<file path="config.mk">
export PLATFORM = sky130hd
export DESIGN_NAME = uart_tx_arbiter_flat
export DESIGN_NICKNAME = d
export VERILOG_FILES = /design/src/rtl/uart_tx_arbiter_if.sv /design/src/rtl/uart_tx_arbiter.sv /design/src/flat_wrapper.sv
export SDC_FILE = /design/constraint.sdc
export NUM_CORES = 1
export LEC_CHECK = 0
export ABC_AREA = 0
export CORE_AREA = 2 2 193 195
export DETAILED_ROUTE_END_ITERATION = 12
export DIE_AREA = 0 0 195 197
export GPL_TIMING_DRIVEN = 0
export PLACE_DENSITY = 0.64
export SETUP_SLACK_MARGIN = 0.2
export SYNTH_ARGS = -nofsm -noshare
export SYNTH_HDL_FRONTEND = slang
export SYNTH_SLANG_ARGS = --single-unit
</file>
<file path="constraint.sdc">
create_clock -name i_clock -period 2.8 [get_ports i_clock]
set_input_delay 0.42 -clock i_clock [delete_from_list [all_inputs] [get_ports i_clock]]
set_output_delay 0.42 -clock i_clock [all_outputs]
set_load 0.005 [all_outputs]
</file>
<file path="src/rtl/uart_tx_arbiter_if.sv">
// Requester and supervisor-side signals of the UART message arbiter.
// The arbiter takes the slave modport; the requesters plus supervisor take the master modport.
interface uart_tx_arbiter_if #(
   parameter int NUM_REQ = 4
);
   logic [NUM_REQ-1:0]    i_req;
   logic [NUM_REQ*88-1:0] i_reqData;
   logic [NUM_REQ*8-1:0]  i_reqLength;
   logic [NUM_REQ-1:0]    o_grant;
   logic [NUM_REQ-1:0]    o_reqDone;
   logic [NUM_REQ-1:0]    o_reqError;
   logic                  o_busy;
   logic                  o_txBegin;
   logic [87:0]           o_txData;
   logic [7:0]            o_txDataLength;
   logic                  i_txBusy;
   logic                  i_txDone;

   modport slave (
      input  i_req, i_reqData, i_reqLength, i_txBusy, i_txDone,
      output o_grant, o_reqDone, o_reqError, o_busy, o_txBegin, o_txData, o_txDataLength
   );

   modport master (
      output i_req, i_reqData, i_reqLength, i_txBusy, i_txDone,
      input  o_grant, o_reqDone, o_reqError, o_busy, o_txBegin, o_txData, o_txDataLength
   );
endinterface

</file>
<file path="src/rtl/uart_tx_arbiter.sv">
// Round-robin arbiter sharing one uart_tx_supervisor message channel among NUM_REQ requesters.
// state    | meaning
// S_IDLE   | waiting for a request while the supervisor is not busy
// S_WAIT   | supervisor owns the granted message; waiting for done or timeout
// S_FINISH | one-cycle gap so the supervisor returns to idle before the next issue
module uart_tx_arbiter #(
   parameter int NUM_REQ        = 4,
   parameter int TIMEOUT_CYCLES = 1000000
) (
   input logic             i_clock,
   input logic             i_reset,
   uart_tx_arbiter_if.slave bus
);
   localparam int CW = $clog2(TIMEOUT_CYCLES + 1);
   localparam int PW = $clog2(NUM_REQ);
   localparam logic [CW-1:0] CNT_LAST = CW'(TIMEOUT_CYCLES - 1);
   localparam logic [PW-1:0] LAST_RST = PW'(NUM_REQ - 1);

   typedef enum logic [1:0] {S_IDLE, S_WAIT, S_FINISH} state_t;

   state_t             state_q, state_d;
   logic [PW-1:0]      last_q, last_d;
   logic [CW-1:0]      cnt_q, cnt_d;
   logic [NUM_REQ-1:0] grant_q, grant_d;
   logic [NUM_REQ-1:0] done_q, done_d;
   logic [NUM_REQ-1:0] err_q, err_d;
   logic               begin_q, begin_d;
   logic [87:0]        data_q, data_d;
   logic [7:0]         len_q, len_d;

   logic               win_found;
   logic [PW-1:0]      win_idx;
   logic [7:0]         win_len;
   logic [87:0]        win_data;
   logic               len_ok;

   // Walk offsets from farthest to nearest so the nearest requester after last_q wins.
   always_comb begin
      win_found = 1'b0;
      win_idx   = '0;
      for (int i = NUM_REQ; i >= 1; i--) begin
         if (bus.i_req[(int'(last_q) + i) % NUM_REQ]) begin
            win_found = 1'b1;
            win_idx   = PW'((int'(last_q) + i) % NUM_REQ);
         end
      end
   end

   assign win_len  = bus.i_reqLength[int'(win_idx)*8 +: 8];
   assign win_data = bus.i_reqData[int'(win_idx)*88 +: 88];
   assign len_ok   = (win_len != 8'd0) && (win_len <= 8'd11);

   always_comb begin
      state_d = state_q;
      last_d  = last_q;
      cnt_d   = cnt_q;
      grant_d = grant_q;
      done_d  = '0;
      err_d   = '0;
      begin_d = 1'b0;
      data_d  = data_q;
      len_d   = len_q;
      case (state_q)
         S_IDLE: begin
            if (!bus.i_txBusy && win_found) begin
               last_d = win_idx;
               if (len_ok) begin
                  begin_d = 1'b1;
                  grant_d = NUM_REQ'(1) << win_idx;
                  data_d  = win_data;
                  len_d   = win_len;
                  cnt_d   = '0;
                  state_d = S_WAIT;
               end else begin
                  err_d = NUM_REQ'(1) << win_idx;
               end
            end
         end
         S_WAIT: begin
            cnt_d = cnt_q + 1'b1;
            if (bus.i_txDone) begin
               done_d  = grant_q;
               grant_d = '0;
               state_d = S_FINISH;
            end else if (cnt_q == CNT_LAST) begin
               err_d   = grant_q;
               grant_d = '0;
               state_d = S_FINISH;
            end
         end
         S_FINISH: state_d = S_IDLE;
         default:  state_d = S_IDLE;
      endcase
   end

   always_ff @(posedge i_clock) begin
      if (i_reset) begin
         state_q <= S_IDLE;
         last_q  <= LAST_RST;
         cnt_q   <= '0;
         grant_q <= '0;
         done_q  <= '0;
         err_q   <= '0;
         begin_q <= 1'b0;
         data_q  <= '0;
         len_q   <= '0;
      end else begin
         state_q <= state_d;
         last_q  <= last_d;
         cnt_q   <= cnt_d;
         grant_q <= grant_d;
         done_q  <= done_d;
         err_q   <= err_d;
         begin_q <= begin_d;
         data_q  <= data_d;
         len_q   <= len_d;
      end
   end

   assign bus.o_grant        = grant_q;
   assign bus.o_reqDone      = done_q;
   assign bus.o_reqError     = err_q;
   assign bus.o_busy         = (state_q != S_IDLE);
   assign bus.o_txBegin      = begin_q;
   assign bus.o_txData       = data_q;
   assign bus.o_txDataLength = len_q;
endmodule

</file>
<file path="src/flat_wrapper.sv">
// flat-port wrapper written by rule: the top's interface ports become plain ports
module uart_tx_arbiter_flat 
#(
   parameter int NUM_REQ        = 4,
   parameter int TIMEOUT_CYCLES = 1000000
)
  (i_clock, i_reset, bus_i_req, bus_i_reqData, bus_i_reqLength, bus_i_txBusy, bus_i_txDone, bus_o_grant, bus_o_reqDone, bus_o_reqError, bus_o_busy, bus_o_txBegin, bus_o_txData, bus_o_txDataLength);
  uart_tx_arbiter_if #(.NUM_REQ(NUM_REQ)) bus_i ();
  input logic i_clock;
  input logic i_reset;
  input wire logic [$bits(bus_i.i_req)-1:0] bus_i_req;
  input wire logic [$bits(bus_i.i_reqData)-1:0] bus_i_reqData;
  input wire logic [$bits(bus_i.i_reqLength)-1:0] bus_i_reqLength;
  input wire logic [$bits(bus_i.i_txBusy)-1:0] bus_i_txBusy;
  input wire logic [$bits(bus_i.i_txDone)-1:0] bus_i_txDone;
  output wire logic [$bits(bus_i.o_grant)-1:0] bus_o_grant;
  output wire logic [$bits(bus_i.o_reqDone)-1:0] bus_o_reqDone;
  output wire logic [$bits(bus_i.o_reqError)-1:0] bus_o_reqError;
  output wire logic [$bits(bus_i.o_busy)-1:0] bus_o_busy;
  output wire logic [$bits(bus_i.o_txBegin)-1:0] bus_o_txBegin;
  output wire logic [$bits(bus_i.o_txData)-1:0] bus_o_txData;
  output wire logic [$bits(bus_i.o_txDataLength)-1:0] bus_o_txDataLength;
  assign bus_i.i_req = bus_i_req;
  assign bus_i.i_reqData = bus_i_reqData;
  assign bus_i.i_reqLength = bus_i_reqLength;
  assign bus_i.i_txBusy = bus_i_txBusy;
  assign bus_i.i_txDone = bus_i_txDone;
  assign bus_o_grant = bus_i.o_grant;
  assign bus_o_reqDone = bus_i.o_reqDone;
  assign bus_o_reqError = bus_i.o_reqError;
  assign bus_o_busy = bus_i.o_busy;
  assign bus_o_txBegin = bus_i.o_txBegin;
  assign bus_o_txData = bus_i.o_txData;
  assign bus_o_txDataLength = bus_i.o_txDataLength;
  uart_tx_arbiter #(.NUM_REQ(NUM_REQ), .TIMEOUT_CYCLES(TIMEOUT_CYCLES)) u_core (.i_clock(i_clock), .i_reset(i_reset), .bus(bus_i));
endmodule
</file>
; Word-level counts from Yosys, hierarchy flattened
; Index checks and enable logic that the tools add are counted.
[totals]
reg_bits = 133
latch_bits = 0
mem_bits_rw = 0
rom_bits = 0
inputBits = 392
elab_cells = 93
memories = 0
[classes]
add_sub_neg = 5
multipliers = 1
div_mod_pow = 0
order_cmp = 5
eq_ne = 5
n_shift = 3
mux = 39
bitwise = 8
reduce_logical = 18
[op_table]
columns = op, n
row1 = 352-bit by 32-bit variable part select with 88-bit output, 1
row2 = 20-bit two-way mux, 2
row3 = 20-bit case mux with 2 select lines, 1
row4 = 4-bit two-way mux, 8
row5 = 32-bit by 6-bit variable part select with 8-bit output, 1
row6 = 20-bit by 1-bit adder with 20-bit output (second input constant), 1
row7 = 20-bit equality test (second input constant), 1
row8 = 3-bit by 4-bit < comparator with 1-bit output (second input constant), 4
row9 = 2-bit two-way mux, 8
row10 = 4-bit case mux with 2 select lines, 2
row11 = 1-bit two-way mux, 13
row12 = 3-bit AND reduction, 3
row13 = 1-bit binary-select mux with 2-bit select, 4
row14 = 8-bit by 4-bit <= comparator with 1-bit output (second input constant), 1
row15 = 8-bit nonzero test, 1
row16 = 2-bit OR reduction, 4
row17 = 2-bit by 4-bit multiplier with 6-bit output (second input constant), 1
row18 = 3-bit OR reduction, 2
row19 = 2-bit by 1-bit adder with 2-bit output (second input constant), 2
row20 = 2-bit adder (second input constant), 2
row21 = 1-bit AND (first input constant), 4
row22 = 2-bit by 1-bit != test with 1-bit output (second input constant), 2
row23 = 1-bit NOT, 4
row24 = 2-bit case mux with 2 select lines, 1
row25 = other kinds (9), 11

; Longest topological paths before layout
; Gate-level depths: netlist (run 1).
[depth]
ltp_word = 16
depth_mapped = 11

; Worst setup path before layout (run 1)
; OpenSTA, ideal clock, no wires.
[synth_path]
path_type = in2reg
from = input bus_i_req[1]
to = register u_core.data_q[41], in the netlist u_core.bus.o_txData[41]
arrival_time_ns = 2.814
path_slack_ns = -0.129
stages = 9
path_buffers = 2
cell_sequence = or2_1 > a311oi_2 > mux4_2 > or4_1 > o21ai_2 > buf_4 > buf_4 > nor4_1 > a31o_1
[synth_via]
elab_chain_cells = 11
elab_cells_between_ends = 28
cone_classes = 1 x mul / 1 x order compare / 2 x shift / 20 x mux / 4 x reduce/logical
[synth_lines]
columns = item, line_no
row1 = start: declaration, flat_wrapper.sv:11  ; input wire logic [$bits(bus_i.i_req)-1:0] bus_i_req;
row2 = branches (longest 11 deep; another with 2-bit by 4-bit multiplier with 6-bit output), n/a
row3 = end signal: assignment, uart_tx_arbiter.sv:115  ; data_q <= data_d;
row4 = end: declaration, uart_tx_arbiter.sv:28  ; logic [87:0] data_q, data_d;
; Several ways; the timed one is not identified. The select of a mux whose other input is x is not followed.
; A chain may end at the register's enable or synchronous reset.

; Final worst setup path (run 1)
[layout_path]
from = register u_core.last_q[0]
to = register u_core.data_q[45], in the netlist u_core.bus.o_txData[45]
[layout_via]
elab_chain_cells = 12
elab_cells_between_ends = 32
cone_classes = 4 x add/sub / 1 x mul / 1 x order compare / 2 x shift / 20 x mux / 4 x reduce/logical
[layout_lines]
columns = item, line_no
row1 = start: declaration, uart_tx_arbiter.sv:22  ; logic [PW-1:0] last_q, last_d;
row2 = start signal: assignment, uart_tx_arbiter.sv:109  ; last_q <= last_d;
row3 = branches (longest 12 deep; another with 2-bit by 4-bit multiplier with 6-bit output), n/a
; Several ways; the timed one is not identified. The select of a mux whose other input is x is not followed.

==> results.md, run 1 <==
* Outcome: finished with violations
* Violated checks: negative setup slack
* Register area share after synthesis at 0.319
* Layout area overhead at 92.6%
* Met3 GRT Util at 0.0553
* Combinational share of power at 0.432
* Clk pwr share at 0.301
* Worst Hold End: u_core.bus.o_txDataLength[2]
* Num Clock Sinks at 133
* Worst path required time at 3.13 ns
* Hold WC Path Type: flop to flop
* Final antenna-violating net count at 0
* Post-synth EDFFs at 0
* CP Max Fanout at 8
* Ys flop type: dfxtp_1
* Synthesized area per cell at 6.61 µm²
* Final Hold Viols at 0
* Sw Share at 0.367
* Vias per cell at 5.05
* Lkg Pwr at 5.98 nW
* Critical Path AT at 3.36 ns
* Worst hold stages at 2
* M2 GR Usage at 0.409
* Final core utilization at 0.443
* Core area at 36,300 µm²
* Antenna violations before repair at 0
* Drt pass-1 iters at 5
* Crit Reg-Reg Startpoint: u_core.last_q[0]
* Worst R2R Path Depth at 12
* Power Total at 7.80 mW
* Crit path cell chain: nand2b_4 -> a21o_4 -> and3_4 -> buf_8 -> mux4_2 -> or4_4 -> o21ai_4 -> buf_12 -> buf_12 -> clkbuf_16 -> nor4_1 -> a31o_1
* Mapped Cells at 1,261
* Io pins at 502
* Worst Slack Setup Final at -0.228 ns
* Syn nets at 1,654
* Initial core utilization at 0.230
* Final nets at 2,212
* CTS tree: built
* Placed Cells incl. Taps at 2,229
* Non-filler cells, final at 2,300
* Setup CP Type: flop to flop
* Top post-synthesis cells by area: dfxtp_1 (32%), nor2_1 (13%), nand2_1 (9.3%)
* PD cells at 486 nW/µm²
* GRT Max-Usage Layer: met2
* Clk_lat worst skew at 0.43 ns
* R2R setup slack at -0.23 ns
* Die Span X at 195 µm
* Final period util at 1.08
* Mapped Area at 8340 µm²
* Unique masters post-synth at 54
* Int Power at 4.94 mW
* Initial DRC count at 771
* Worst flop-to-flop path endpoint: u_core.bus.o_txData[45]
* First-pass GRT wire length at 67.9 mm
* Wire per inst at 21.3 µm
* Worst slew pin tran at 0.998 ns
* Cell row count at 70
* Largest net degree at the start of global routing at 17
* Post-CTS Hold Fix Bufs at 0
* Hold Slack at 0.459 ns
* Grt ovf at 0
* Layout cell share with drive strength beyond 1 at 0.130
* Final setup vio count at 122
* DIE HEIGHT at 197 µm
* Post-layout min period at 3.03 ns
* Worst Setup Start Kind: flop
* Max-capacitance violation count at 0
* Clock root buffer: clkbuf_16
* Drc violations at 0
* Cell mode on critical path: buf_12
* Placer Congestion at 0.923
* Hpwl dp at 37.1 mm
* DIE AREA at 38,400 µm²
* YS warnings at 0
* TritonCTS Buffers at 17
* # diodes at 0
* Final Max Tran Viols at 0
* Vias in the first global route at 11.0k
* Met1 Track Usage GR at 0.293
* VDD IR-drop max at 0.422 mV
* Flop pwr share at 0.267
* CTS H-tree lvls at 4
* Min-delay src: u_core.bus.o_txDataLength[2]
* Vias at 11.6k
* Total GRT Usage at 0.237
* Crit. End Element: flop
* FILL cells at 3,667
* Final Skew at 0.00924 ns
* Psw at 2.86 mW
* Area of the multi-input gates at 5880 µm²
* Async SR Flop Fraction at 0
* Max incr delay on CP at 0.54 ns
* Max-slew headroom at 0.335
* CTS clk-pin slew, worst paths at 0.07 ns
* Slowest-stage cell, CP: or4_4
* Cell accounting for the most synthesized area: dfxtp_1
* RSZ-0062 raised after global routing: true
* Share of the synthesized area in the top cell type at 0.319
* #FFs+latches synth at 133
* Detailed Route WL at 48.9 mm
* Maximum clock path buffer count at 2
* IO Port Bufs at 500
* Max Fclk at 330 MHz
* Register Area at 2670 µm²
==> per-layer routing <==
layer / vias up / wire length, µm / share of wire
li1: 5582 / - / -
met1: 5475 / 20600 / 0.42
met2: 489 / 23900 / 0.49
met3: 63 / 3150 / 0.064
met4: 0 / 1240 / 0.025
met5: - / 0 / 0
==> flip-flops by register name, summed over array words and instances, names as in the netlist <==
register,cells
u_core.cnt_q,20
u_core.last_q,2
u_core.bus.o_reqError,4
u_core.bus.o_txData,88
u_core.bus.o_txBegin,1
u_core.bus.o_reqDone,4
u_core.bus.o_txDataLength,8
u_core.state_q,2
u_core.bus.o_grant,4
==> critical path: cells and delay by family (launching register included) <==
family,cells,cell delay (ns)
DFF,1,0.35
AOI/OAI and AO/OA,3,0.61
muxes,1,0.45
buffers and inverters,4,0.59
and+or+nand+nor,4,0.90
==> kinds of logic after synthesis <==
| logic type | share of synthesized area |
|---|---|
| XOR/XNOR | 0.00105 |
| multiplexers | 0.00780 |
| AO/OA/AOI/OAI | 0.216 |
| flip-flops | 0.319 |
| AND/OR/NAND/NOR | 0.390 |
| buffers and inverters | 0.0641 |
| adder cells (fa/ha/maj) | 0.00150 |
==> cells in the mapped netlist, drive strengths merged (3+ instances only) <==
master / instances
nor2: 282
a31oi: 5
a41oi: 3
a211oi: 4
nor3: 15
a311oi: 6
nand4: 3
o32a: 3
dfxtp: 133
a31o: 88
o21ai: 111
nand3: 99
clkbuf: 83
inv: 4
nor4: 91
nand2b: 5
a41o: 4
a21oi: 20
or4: 4
a21o: 3
nand2: 208
or2: 3
buf: 39
and3: 17
==> layout make-up <==
type / count / share of cell area
inverter: 4 / 0.000935
clock buffer: 18 / 0.0273
buffer: 121 / 0.0453
multi-input combinational: 1002 / 0.366
timing repair buffer: 540 / 0.347
clock inverter: 14 / 0.0102
sequential: 133 / 0.166
tap: 468 / 0.0365
==> power groups by stage <==
stage | logic (mW) | registers [mW] | clock network (mW)
floorplan | 1.30 | 2.12 | 0
global placement | 2.75 | 2.12 | 0
detailed placement | 2.75 | 2.12 | 0
CTS | 3.06 | 2.08 | 2.40
global route | 3.60 | 2.10 | 2.48
finish | 3.37 | 2.08 | 2.35
==> stage by stage <==
step | cell area, µm² | worst slack [ns] | setup TNS [ns]
floorplan | 8470 | -0.0211 | -0.716
global placement | 14100 | -2.12 | -189.07
detailed placement | 14100 | -2.18 | -199.21
CTS | 15400 | -0.144 | -11.49
global route | 16100 | -0.302 | -29.74
finish | 16100 | -0.228 | -20.47
==> timing repair <==
item                       CTS  global route
cloned                       4             7
hold endpoints to repair     0             0
setup buffers               25             4
setup endpoints to repair  128           128
gates resized for setup     99            97
pin swaps                   25            25
==> cell usage in the layout (no fill, tap or decap), types with 10 or more instances in the layout <==
cell type	instances
buf_1	13
nor3_1	12
nor4_2	20
nor2_1	279
clkbuf_2	18
buf_4	23
nor4_1	50
and3_1	16
nor4_4	21
clkdlybuf4s50_1	496
dfxtp_1	131
nand2_1	206
clkbuf_16	24
a21oi_1	12
nand3_1	99
o21ai_0	97
clkbuf_1	60
a31o_2	17
buf_8	10
a31o_1	71
==> worst max-delay path by stage <==
| stage | cells past startpoint | from | endpoint | slack, ns |
|---|---|---|---|---|
| final | 12 | u_core.last_q[0] | u_core.bus.o_txData[45] | -0.23 |
| after global routing | 12 | u_core.last_q[0] | u_core.bus.o_txData[70] | -0.30 |
| after CTS | 11 | u_core.last_q[0] | u_core.bus.o_txData[65] | -0.14 |
| after detailed placement | 11 | bus_i_req[1] | u_core.bus.o_txData[80] | -2.18 |
| after global placement | 11 | bus_i_req[1] | u_core.bus.o_txData[80] | -2.12 |
| after floorplan | 11 | bus_i_req[2] | u_core.bus.o_txData[51] | -0.02 |
(Power assumes the default switching activity.)
==> run 2: changes to the inputs <==
- CTS_BUF_LIST: default -> sky130_fd_sc_hd__clkbuf_8
==> run 2 against run 1 <==
  * Non-clock buffer count stayed put
  * Sequential share of layout area rose by 0.16 points
  * Sequential power about the same
  * Die area stayed put
  * Routed wire length increased by 0.38%
  * Clock power fell by 25%
  * The run still ends with negative setup slack left
  * Register-to-register slack worse by 0.04 ns
  * Count of clock-buffer cells in the layout unchanged
  * Power fell by 7.1%
==> results.md, run 2 (synthesis results as in run 1) <==
* Most frequent cells in the layout: clkdlybuf4s50_1 (496), nor2_1 (280), nand2_1 (206)
* VDD IR-drop max at 0.268 mV (-37%)
* DIE AREA at 38,400 µm² (unchanged)
* Detailed Route WL at 49.1 mm (+0.38%)
* CTS H-tree lvls at 4 (unchanged)
* IO Port Bufs at 500 (unchanged)
* Crit. End Element: flop
* Total GRT Usage at 0.236 (about the same)
* Worst path required time at 3.16 ns (+0.03 ns)
* RSZ-0062 raised after global routing: true
* CTS clk-pin slew, worst paths at 0.09 ns (+0.02 ns)
* Commonest non-fill, non-tap cell in the layout: clkdlybuf4s50_1
* Worst slew pin tran at 1.16 ns (+0.166 ns)
* Layout area overhead at 90.8%
* Clk_lat worst skew at 0.47 ns (+0.04 ns)
* Hold WC Path Type: flop to flop
* CP bufs+invs at 4 (unchanged)
* Max Fclk at 326 MHz (-1.3%)
* Crit path cell chain: nand2b_4 -> a21o_4 -> and3_4 -> buf_8 -> mux4_2 -> or4_4 -> o21ai_4 -> buf_12 -> buf_16 -> clkbuf_16 -> nor4_1 -> a31o_1
* Post-layout min period at 3.07 ns (+0.0405 ns)
* Final nets at 2,212 (unchanged)
* Worst Hold End: u_core.bus.o_txDataLength[2]
* Vias in the first global route at 11.0k (+0.16%)
* Violated checks: negative setup slack
* Wire per inst at 21.4 µm (+0.38%)
* Final antenna-violating net count at 0 (unchanged)
* Initial DRC count at 855 (+11%)
* Layout cell share with drive strength beyond 1 at 0.129 (-0.00109)
* Die Span X at 195 µm (unchanged)
* Final setup vio count at 123 (+0.82%)
* Max incr delay on CP at 0.54 ns (about the same)
* Worst R2R Path Depth at 12 (unchanged)
* Max-capacitance violation count at 0 (unchanged)
* Max reg flops at 88 (unchanged)
* Hold Slack at 0.478 ns (+0.0187 ns)
* Max-slew headroom at 0.224 (-0.110)
* Final Hold Viols at 0 (unchanged)
* Post-CTS Hold Fix Bufs at 0 (unchanged)
* # diodes at 0 (unchanged)
* Final Skew at 0.0162 ns (+0.00692 ns)
* Final total negative setup slack at -23.85 ns (-3.39 ns)
* Worst hold stages at 2 (unchanged)
* Post-DP Area at 14,100 µm² (unchanged)
* Worst flop-to-flop path endpoint: u_core.bus.o_txData[45]
* R2R setup slack at -0.27 ns (-0.04 ns)
* Drt pass-1 iters at 7 (+2)
* Crit Reg-Reg Startpoint: u_core.last_q[0]
* Maximum clock path buffer count at 2 (unchanged)
* Critical Path AT at 3.43 ns (+0.07 ns)
* Outcome: finished with violations
* PD cells at 456 nW/µm² (-6.2%)
* Vias at 11.6k (-0.23%)
* Core area at 36,300 µm² (unchanged)
* Min-delay src: u_core.bus.o_txDataLength[2]
* Met1 WL at 20.6 mm (about the same)
* Final Max Tran Viols at 0 (unchanged)
* Drc violations at 0 (unchanged)
* TritonCTS Buffers at 17 (unchanged)
* First-pass GRT wire length at 68.0 mm (about the same)
* Pre-CTS setup slack at -2.18 ns (unchanged)
* Placer Congestion at 0.923 (unchanged)
* Worst Setup Start Kind: flop
* Final instance area at 15,900 µm² (-0.94%)
* Setup CP Type: flop to flop
* Antenna violations before repair at 0 (unchanged)
* Slowest-stage cell, CP: or4_4
* Hpwl dp at 37.1 mm (unchanged)
* DR WL met3 at 3.15 mm (-0.13%)
* CP Max Fanout at 8 (unchanged)
* Initial core utilization at 0.230 (unchanged)
* Cell row count at 70 (unchanged)
* Io pins at 502 (unchanged)
* Grt ovf at 0 (unchanged)
* Met2 Wirelength at 24.0 mm (+0.51%)
* Worst Slack Setup Final at -0.269 ns (-0.0405 ns)
* Clock root buffer: clkbuf_8
* Largest net degree at the start of global routing at 17 (unchanged)
* Lkg Pwr at 5.90 nW (-1.3%)
* Num Clock Sinks at 133 (unchanged)
* CP top delay family: simple AND/OR/NAND/NOR gates
* DIE HEIGHT at 197 µm (unchanged)
* Final period util at 1.10 (+0.0145)
* CTS tree: built
* Final core utilization at 0.439 (-0.00418)
* Top Layer Used: met4
* Vias per cell at 5.04 (-0.23%)
* FILL cells at 3,708 (+1.1%)
[run 2: cell count changes in the layout (fill, tap and decap cells not counted), moves of 2 or more]
cell | before | now
buf_2 | 4 | 6
clkbuf_16 | 24 | 7
clkbuf_8 | 2 | 19
a311oi_1 | 0 | 2
o21ai_1 | 2 | 8
nor4_2 | 20 | 18
a311oi_2 | 5 | 3
clkbuf_2 | 18 | 20
nor4_4 | 21 | 27
clkbuf_1 | 60 | 58
o21ai_2 | 9 | 3
nor4_1 | 50 | 46
[run 2: cell type report]
type	instances	area, µm²	area share
Tap cell	468	586	0.0368
Inverter	4	15.0	0.000944
Clock buffer	18	248	0.0156
Clock inverter	14	164	0.0103
Timing Repair Buffer	539	5570	0.350
Multi-Input combinational cell	1002	5910	0.372
Sequential cell	133	2670	0.168
Buffer	122	747	0.0470
[run 2: power by group]
group	leakage [nW]	switching, mW	internal (mW)
clock	0.200	0.914	0.842
combinational	4.62	1.83	1.58
sequential	1.08	0.0755	2.01
total	5.90	2.82	4.43
[run 2: worst max-delay path by stage]
stage,depth (start not counted),end,slack (ns),start
2_1_floorplan,11,u_core.bus.o_txData[51],-0.02,bus_i_req[2]
3_3_place_gp,11,u_core.bus.o_txData[80],-2.12,bus_i_req[1]
3_5_place_dp,11,u_core.bus.o_txData[80],-2.18,bus_i_req[1]
4_1_cts,11,u_core.bus.o_txData[55],-0.15,u_core.last_q[0]
5_1_grt,12,u_core.bus.o_txData[57],-0.33,u_core.last_q[0]
6_report,12,u_core.bus.o_txData[45],-0.27,u_core.last_q[0]
[run 2: worst reg2reg max path, stage by stage (launching register included)]
cell,delay (ns)
dfxtp_4,0.36
nand2b_4,0.14
a21o_4,0.23
and3_4,0.17
buf_8,0.12
mux4_2,0.45
or4_4,0.54
o21ai_4,0.18
buf_12,0.15
buf_16,0.16
clkbuf_16,0.19
nor4_1,0.05
a31o_1,0.22
[run 2: per-layer routing]
metal	vias up	track usage
li1	5578	-
met1	5468	0.295
met2	470	0.408
met3	66	0.0512
met4	0	0.0715
met5	-	0
[run 2: per-stage QoR]
stage	power (mW)	cells
2_1_floorplan	3.41	1261
3_3_place_gp	4.86	2229
3_5_place_dp	4.87	2229
4_1_cts	6.92	2288
5_1_grt	7.62	2300
6_report	7.25	2300
[run 2: repair_timing]
action | in CTS | in global routing
pin swaps | 18 | 40
setup endpoints to repair | 128 | 128
gates cloned | 4 | 7
gates resized for setup | 93 | 111
buffers inserted | 23 | 5
==> RTL edit 1, RTL diff (settings of run 1) <==
`data_q` no longer has a reset.
--- a/src/rtl/uart_tx_arbiter.sv
+++ b/src/rtl/uart_tx_arbiter.sv
@@ -102,7 +102,6 @@
          done_q  <= '0;
          err_q   <= '0;
          begin_q <= 1'b0;
-         data_q  <= '0;
          len_q   <= '0;
       end else begin
          state_q <= state_d;
@@ -112,9 +111,12 @@
          done_q  <= done_d;
          err_q   <= err_d;
          begin_q <= begin_d;
-         data_q  <= data_d;
          len_q   <= len_d;
       end
+   end
+
+   always_ff @(posedge i_clock) begin
+      data_q <= data_d;
    end
 
    assign bus.o_grant        = grant_q;
Check against the original RTL: not equivalent (Yosys sat finds a counterexample within 4 cycles, from zero or initial values and one cycle with i_reset high).
==> RTL edit 1 against run 1 <==
  * The flow still finishes with violations (setup timing)
  * Design area down 5.6%
  * Sequential cell count unchanged
  * Routed wire length shrank 10%
  * Clock skew decreased by 0.0013 ns
  * Setup slack better by 0.087 ns
  * Area after synthesis decreased by 7.0%
  * First-iteration DRC count decreased by 17%
  * Power down 5.1%
==> RTL edit 1: results <==
metrics = {
    "setup_path": {
        "crit_path_max_incr_delay_ns": 0.47,
        "crit_family": "buffers and inverters",
        "cpMaxStageDelayCell": "mux4_2",
        "critPathMaxFanout": 10,
    },
    "grt": {
        "grt_usage": 0.219,
        "grt_use_met1": 0.278,
        "grt_pass1_wl_um": 61700,
        "grt_pass1_vias": 9814,
        "grtUsageMet3": 0.0527,
        "met2_usage": 0.348,
        "antenna_found_initial": 4,
    },
    "yosys": {
        "synth-edff-count": 88,
        "synthMuxAreaShare": 0.0110,
        "synthXorXnorAreaFrac": 0.00113,
        "synth_commonest_cells": "nand2_1 (384), a31oi_1 (99), and3_1 (96)",
        "syn-num-nets": 1362,
        "synth_cell_types": 53,
        "synth_cells": 969,
        "synthTopCellsByArea": "edfxtp_1 (34%), nand2_1 (19%), dfxtp_1 (12%)",
        "synth_compound_area_frac": 0.144,
        "synthAdderAreaFrac": 0.00161,
        "seq_area_frac_synth": 0.457,
    },
    "status": {
        "violations": "setup timing",
        "outcome": "finished with violations",
    },
    "sta": {
        "finalSetupTns_ns": -8.75,
        "setup_ws_ns": -0.142,
        "slew_headroom": 0.476,
        "fin_skew_ns": 0.00793,
        "finalSetupViolCount": 99,
    },
    "place": {
        "placed_area_um2": 13500,
        "hpwl_um": 31900,
        "globalplace.congestion": 0.937,
        "pre_cts_ws_ns": -2.18,
    },
    "pwr": {
        "p_leak_nw": 5.88,
        "ir_drop_uv": 415,
    },
    "drt": {
        "drt-total-wl_um": 44000,
        "dr.pass1.iters": 5,
        "drt-vias-per-instance": 4.91,
        "drt-initial-drc-count": 643,
        "drcViolationCount": 0,
    },
    "final_layout": {
        "final_cell_count_no_fill": 2030,
        "drive_gt1_frac": 0.118,
        "final_nets": 1938,
    },
    "cts": {
        "clock-root-buffer": "clkbuf_16",
    },
}
[RTL edit 1: changes by cell type after synthesis, sizes merged, moves of 11 or more]
cell,change
a21oi,-11
a31o,-88
a31oi,+94
and3,+79
buf,-32
clkbuf,-14
dfxtp,-88
edfxtp,+88
nand2,+176
nand3,-87
nor2,-261
nor4,-79
o21ai,-97
[RTL edit 1: worst paths after layout]
path | from | cells after the start | slack [ns] | end
min reg2reg | u_core.bus.o_txDataLength[0] | 2 | 0.47 | u_core.bus.o_txDataLength[0]
max reg2reg | u_core.last_q[0] | 13 | -0.13 | u_core.bus.o_txData[54]
max | bus_i_req[2] | 14 | -0.14 | u_core.bus.o_txData[54]
min | u_core.bus.o_txDataLength[0] | 2 | 0.47 | u_core.bus.o_txDataLength[0]
[RTL edit 1: timing repair]
action / in CTS / in global routing
setup endpoints to repair: 215 / 167
hold buffers: 0 / 0
pin swaps: 26 / 12
buffers inserted: 34 / 9
resized for setup: 94 / 48
gates cloned: 11 / 2
[RTL edit 1: worst min-delay path: stages, from the launching register on]
cell and delay [ns]:
dfxtp_1 0.31, nand2_1 0.05, mux2i_1 0.05
[RTL edit 1: area by class of cell]
cell class,instances,area (µm²)
multi-input cells,755,4130
plain buffers,75,395
repair buffers,558,5900
well taps,468,586
clock inverters,11,92.6
flip-flops and latches,133,3550
diodes,5,12.5
clock buffers,20,480
fillers,3597,21100
inverters,5,18.8
[RTL edit 1: per-layer routing]
metal	up-vias	part of all wire
met5	-	0
met4	0	0.036
met3	71	0.082
met2	551	0.47
met1	4718	0.41
li1	4633	-
[RTL edit 1: report_power, final]
part	switching [W]	total, W	internal (W)
combinational	0.00136	0.00278	0.00141
sequential	0.0000429	0.00235	0.00231
clock	0.000956	0.00228	0.00133
total	0.00236	0.00741	0.00504
==> RTL edit 2, RTL diff (flow settings as in run 1) <==
Without the edit above. `NUM_REQ` is set to 4 in 3 places; all go to 2.
--- a/src/rtl/uart_tx_arbiter_if.sv
+++ b/src/rtl/uart_tx_arbiter_if.sv
@@ -1,7 +1,7 @@
 // Requester and supervisor-side signals of the UART message arbiter.
 // The arbiter takes the slave modport; the requesters plus supervisor take the master modport.
 interface uart_tx_arbiter_if #(
-   parameter int NUM_REQ = 4
+   parameter int NUM_REQ = 2
 );
    logic [NUM_REQ-1:0]    i_req;
    logic [NUM_REQ*88-1:0] i_reqData;
--- a/src/rtl/uart_tx_arbiter.sv
+++ b/src/rtl/uart_tx_arbiter.sv
@@ -4,7 +4,7 @@
 // S_WAIT   | supervisor owns the granted message; waiting for done or timeout
 // S_FINISH | one-cycle gap so the supervisor returns to idle before the next issue
 module uart_tx_arbiter #(
-   parameter int NUM_REQ        = 4,
+   parameter int NUM_REQ        = 2,
    parameter int TIMEOUT_CYCLES = 1000000
 ) (
    input logic             i_clock,
--- a/src/flat_wrapper.sv
+++ b/src/flat_wrapper.sv
@@ -1,7 +1,7 @@
 // flat-port wrapper written by rule: the top's interface ports become plain ports
 module uart_tx_arbiter_flat 
 #(
-   parameter int NUM_REQ        = 4,
+   parameter int NUM_REQ        = 2,
    parameter int TIMEOUT_CYCLES = 1000000
 )
   (i_clock, i_reset, bus_i_req, bus_i_reqData, bus_i_reqLength, bus_i_txBusy, bus_i_txDone, bus_o_grant, bus_o_reqDone, bus_o_reqError, bus_o_busy, bus_o_txBegin, bus_o_txData, bus_o_txDataLength);
Ports: changed (6 resized); port bits go from 502 to 302. The function was not compared with the original's and may differ.
==> RTL edit 2 against run 1 <==
  * Design area is 37% lower
  * Area after synthesis decreased by 30%
  * Synthesized cell count decreased by 51%
  * Die area did not move
  * Sequential cell count fell by 7
  * Setup slack improved by 0.51 ns
  * Routed wire length decreased by 50%
  * Count of clock-buffer cells in the layout is 2 higher
  * Non-clock buffer count fell by 288
  * Power is 41% lower
  * Utilization decreased by 16 points
  * Via count fell by 48%
==> RTL edit 2: results <==
metrics = {
    "yosys": {
        "synth_cell_types": 51,
        "synthMuxAreaShare": 0.159,
        "synth_commonest_cells": "dfxtp_1 (126), a21oi_1 (103), a211oi_1 (96)",
        "synth_top_family_by_area": "compound AO/OA/AOI/OAI gates",
        "synth_compound_area_frac": 0.258,
    },
    "grt": {
        "grt_pass1_wl_um": 36000,
        "grt_pass1_vias": 6036,
        "antenna_found_initial": 2,
    },
    "setup_path": {
        "crit_family": "buffers and inverters",
        "reg2reg_slack_ns": 0.50,
        "r2r-end": "u_core.bus.o_txData[10]",
        "crit_path_max_incr_delay_ns": 0.57,
        "r2r-start": "u_core.last_q",
        "cpMaxStageDelayCell": "clkdlybuf4s50_1",
        "critPathMaxFanout": 10,
        "arrival_ns": 2.81,
    },
    "hold_path": {
        "hp-start": "u_core.cnt_q[18]",
        "min_to": "u_core.cnt_q[18]",
    },
    "place": {
        "port-buffer-count": 301,
        "globalplace.congestion": 0.778,
        "pre_cts_ws_ns": -1.08,
        "hpwl_um": 18800,
    },
    "final_layout": {
        "final_nets": 1142,
    },
    "sta": {
        "worstMarginPinSlew_ns": 0.962,
        "fin_skew_ns": 0.00820,
    },
    "drt": {
        "num_vias": 6084,
        "dr.pass1.iters": 4,
    },
    "status": {
        "outcome": "finished clean",
    },
}
==> RTL edit 2: cell count changes after synthesis, sizes merged, moves of 86 or more <==
cell	run 1	this run
nand2	208	17
o21ai	111	7
nor2	282	15
nand3	99	12
nor4	91	4
a211oi	4	96
mux2i	2	92
a31o	88	2
==> RTL edit 2: worst max path at each step <==
stage	from	end	slack [ns]	cells after the start
after floorplan	bus_i_req[1]	u_core.bus.o_txData[3]	0.67	8
after global placement	bus_i_reqLength[12]	u_core.bus.o_txData[10]	-1.07	8
after detailed placement	bus_i_reqLength[12]	u_core.bus.o_txData[10]	-1.08	8
after CTS	bus_i_reqLength[4]	u_core.bus.o_txData[10]	0.21	8
after global routing	bus_i_req[1]	u_core.bus.o_txData[51]	0.19	10
final	bus_i_req[0]	u_core.bus.o_txData[10]	0.28	10
==> RTL edit 2: metrics by stage <==
stage               std cells  setup TNS (ns)  cell area [µm²]  hold slack [ns]  total power (W)
finish                   1425               0            10100            0.478          0.00460
floorplan                 614               0             5800            0.433          0.00210
CTS                      1422               0            10100            0.479          0.00467
detailed placement       1383          -87.90             9400            0.466          0.00252
global placement         1383          -87.76             9400            0.446          0.00251
global route             1424               0            10100            0.502          0.00480
==> RTL edit 2: cell type report <==
cell class | instances | area, µm²
Timing Repair Buffer | 310 | 3080
Inverter | 4 | 15.0
Buffer | 63 | 330
Clock inverter | 12 | 88.8
Clock buffer | 20 | 467
Tap cell | 468 | 586
Fill cell | 3899 | 26100
Multi-Input combinational cell | 421 | 3040
Antenna cell | 1 | 2.50
Sequential cell | 126 | 2520
==> RTL edit 2: timing repair <==
item | 4_1_cts | 5_1_grt
cloned | 0 | 1
gates resized for setup | 16 | 13
pin swaps | 3 | 4
endpoints found under the setup margin | 106 | 94
setup buffers | 7 | 1
==> RTL edit 2: per-layer routing <==
metal,part of all wire,GRT usage,up-vias
met4,0.011,0.0334,0
met3,0.077,0.0479,17
met1,0.41,0.145,2836
met2,0.50,0.215,217
li1,-,-,3014
met5,0,0,-
==> RTL edit 2: power groups by stage <==
| stage | registers [W] | logic, W | clock network, W |
|---|---|---|---|
| finish | 0.00183 | 0.000657 | 0.00211 |
| global route | 0.00183 | 0.000703 | 0.00226 |
| CTS | 0.00183 | 0.000660 | 0.00218 |
| detailed placement | 0.00187 | 0.000647 | 0 |
| global placement | 0.00187 | 0.000642 | 0 |
| floorplan | 0.00187 | 0.000225 | 0 |
==> RTL edit 2: cells by family (layout without fill, tap and decap cells) <==
| group | Yosys count | after routing |
|---|---|---|
| mux | 92 | 92 |
| other cells | 0 | 1 |
| flops | 126 | 126 |
| buf+inv | 67 | 409 |
| simple gates | 95 | 95 |
| compound gates | 231 | 231 |
| fa+ha+maj | 1 | 1 |
| xor+xnor | 2 | 2 |
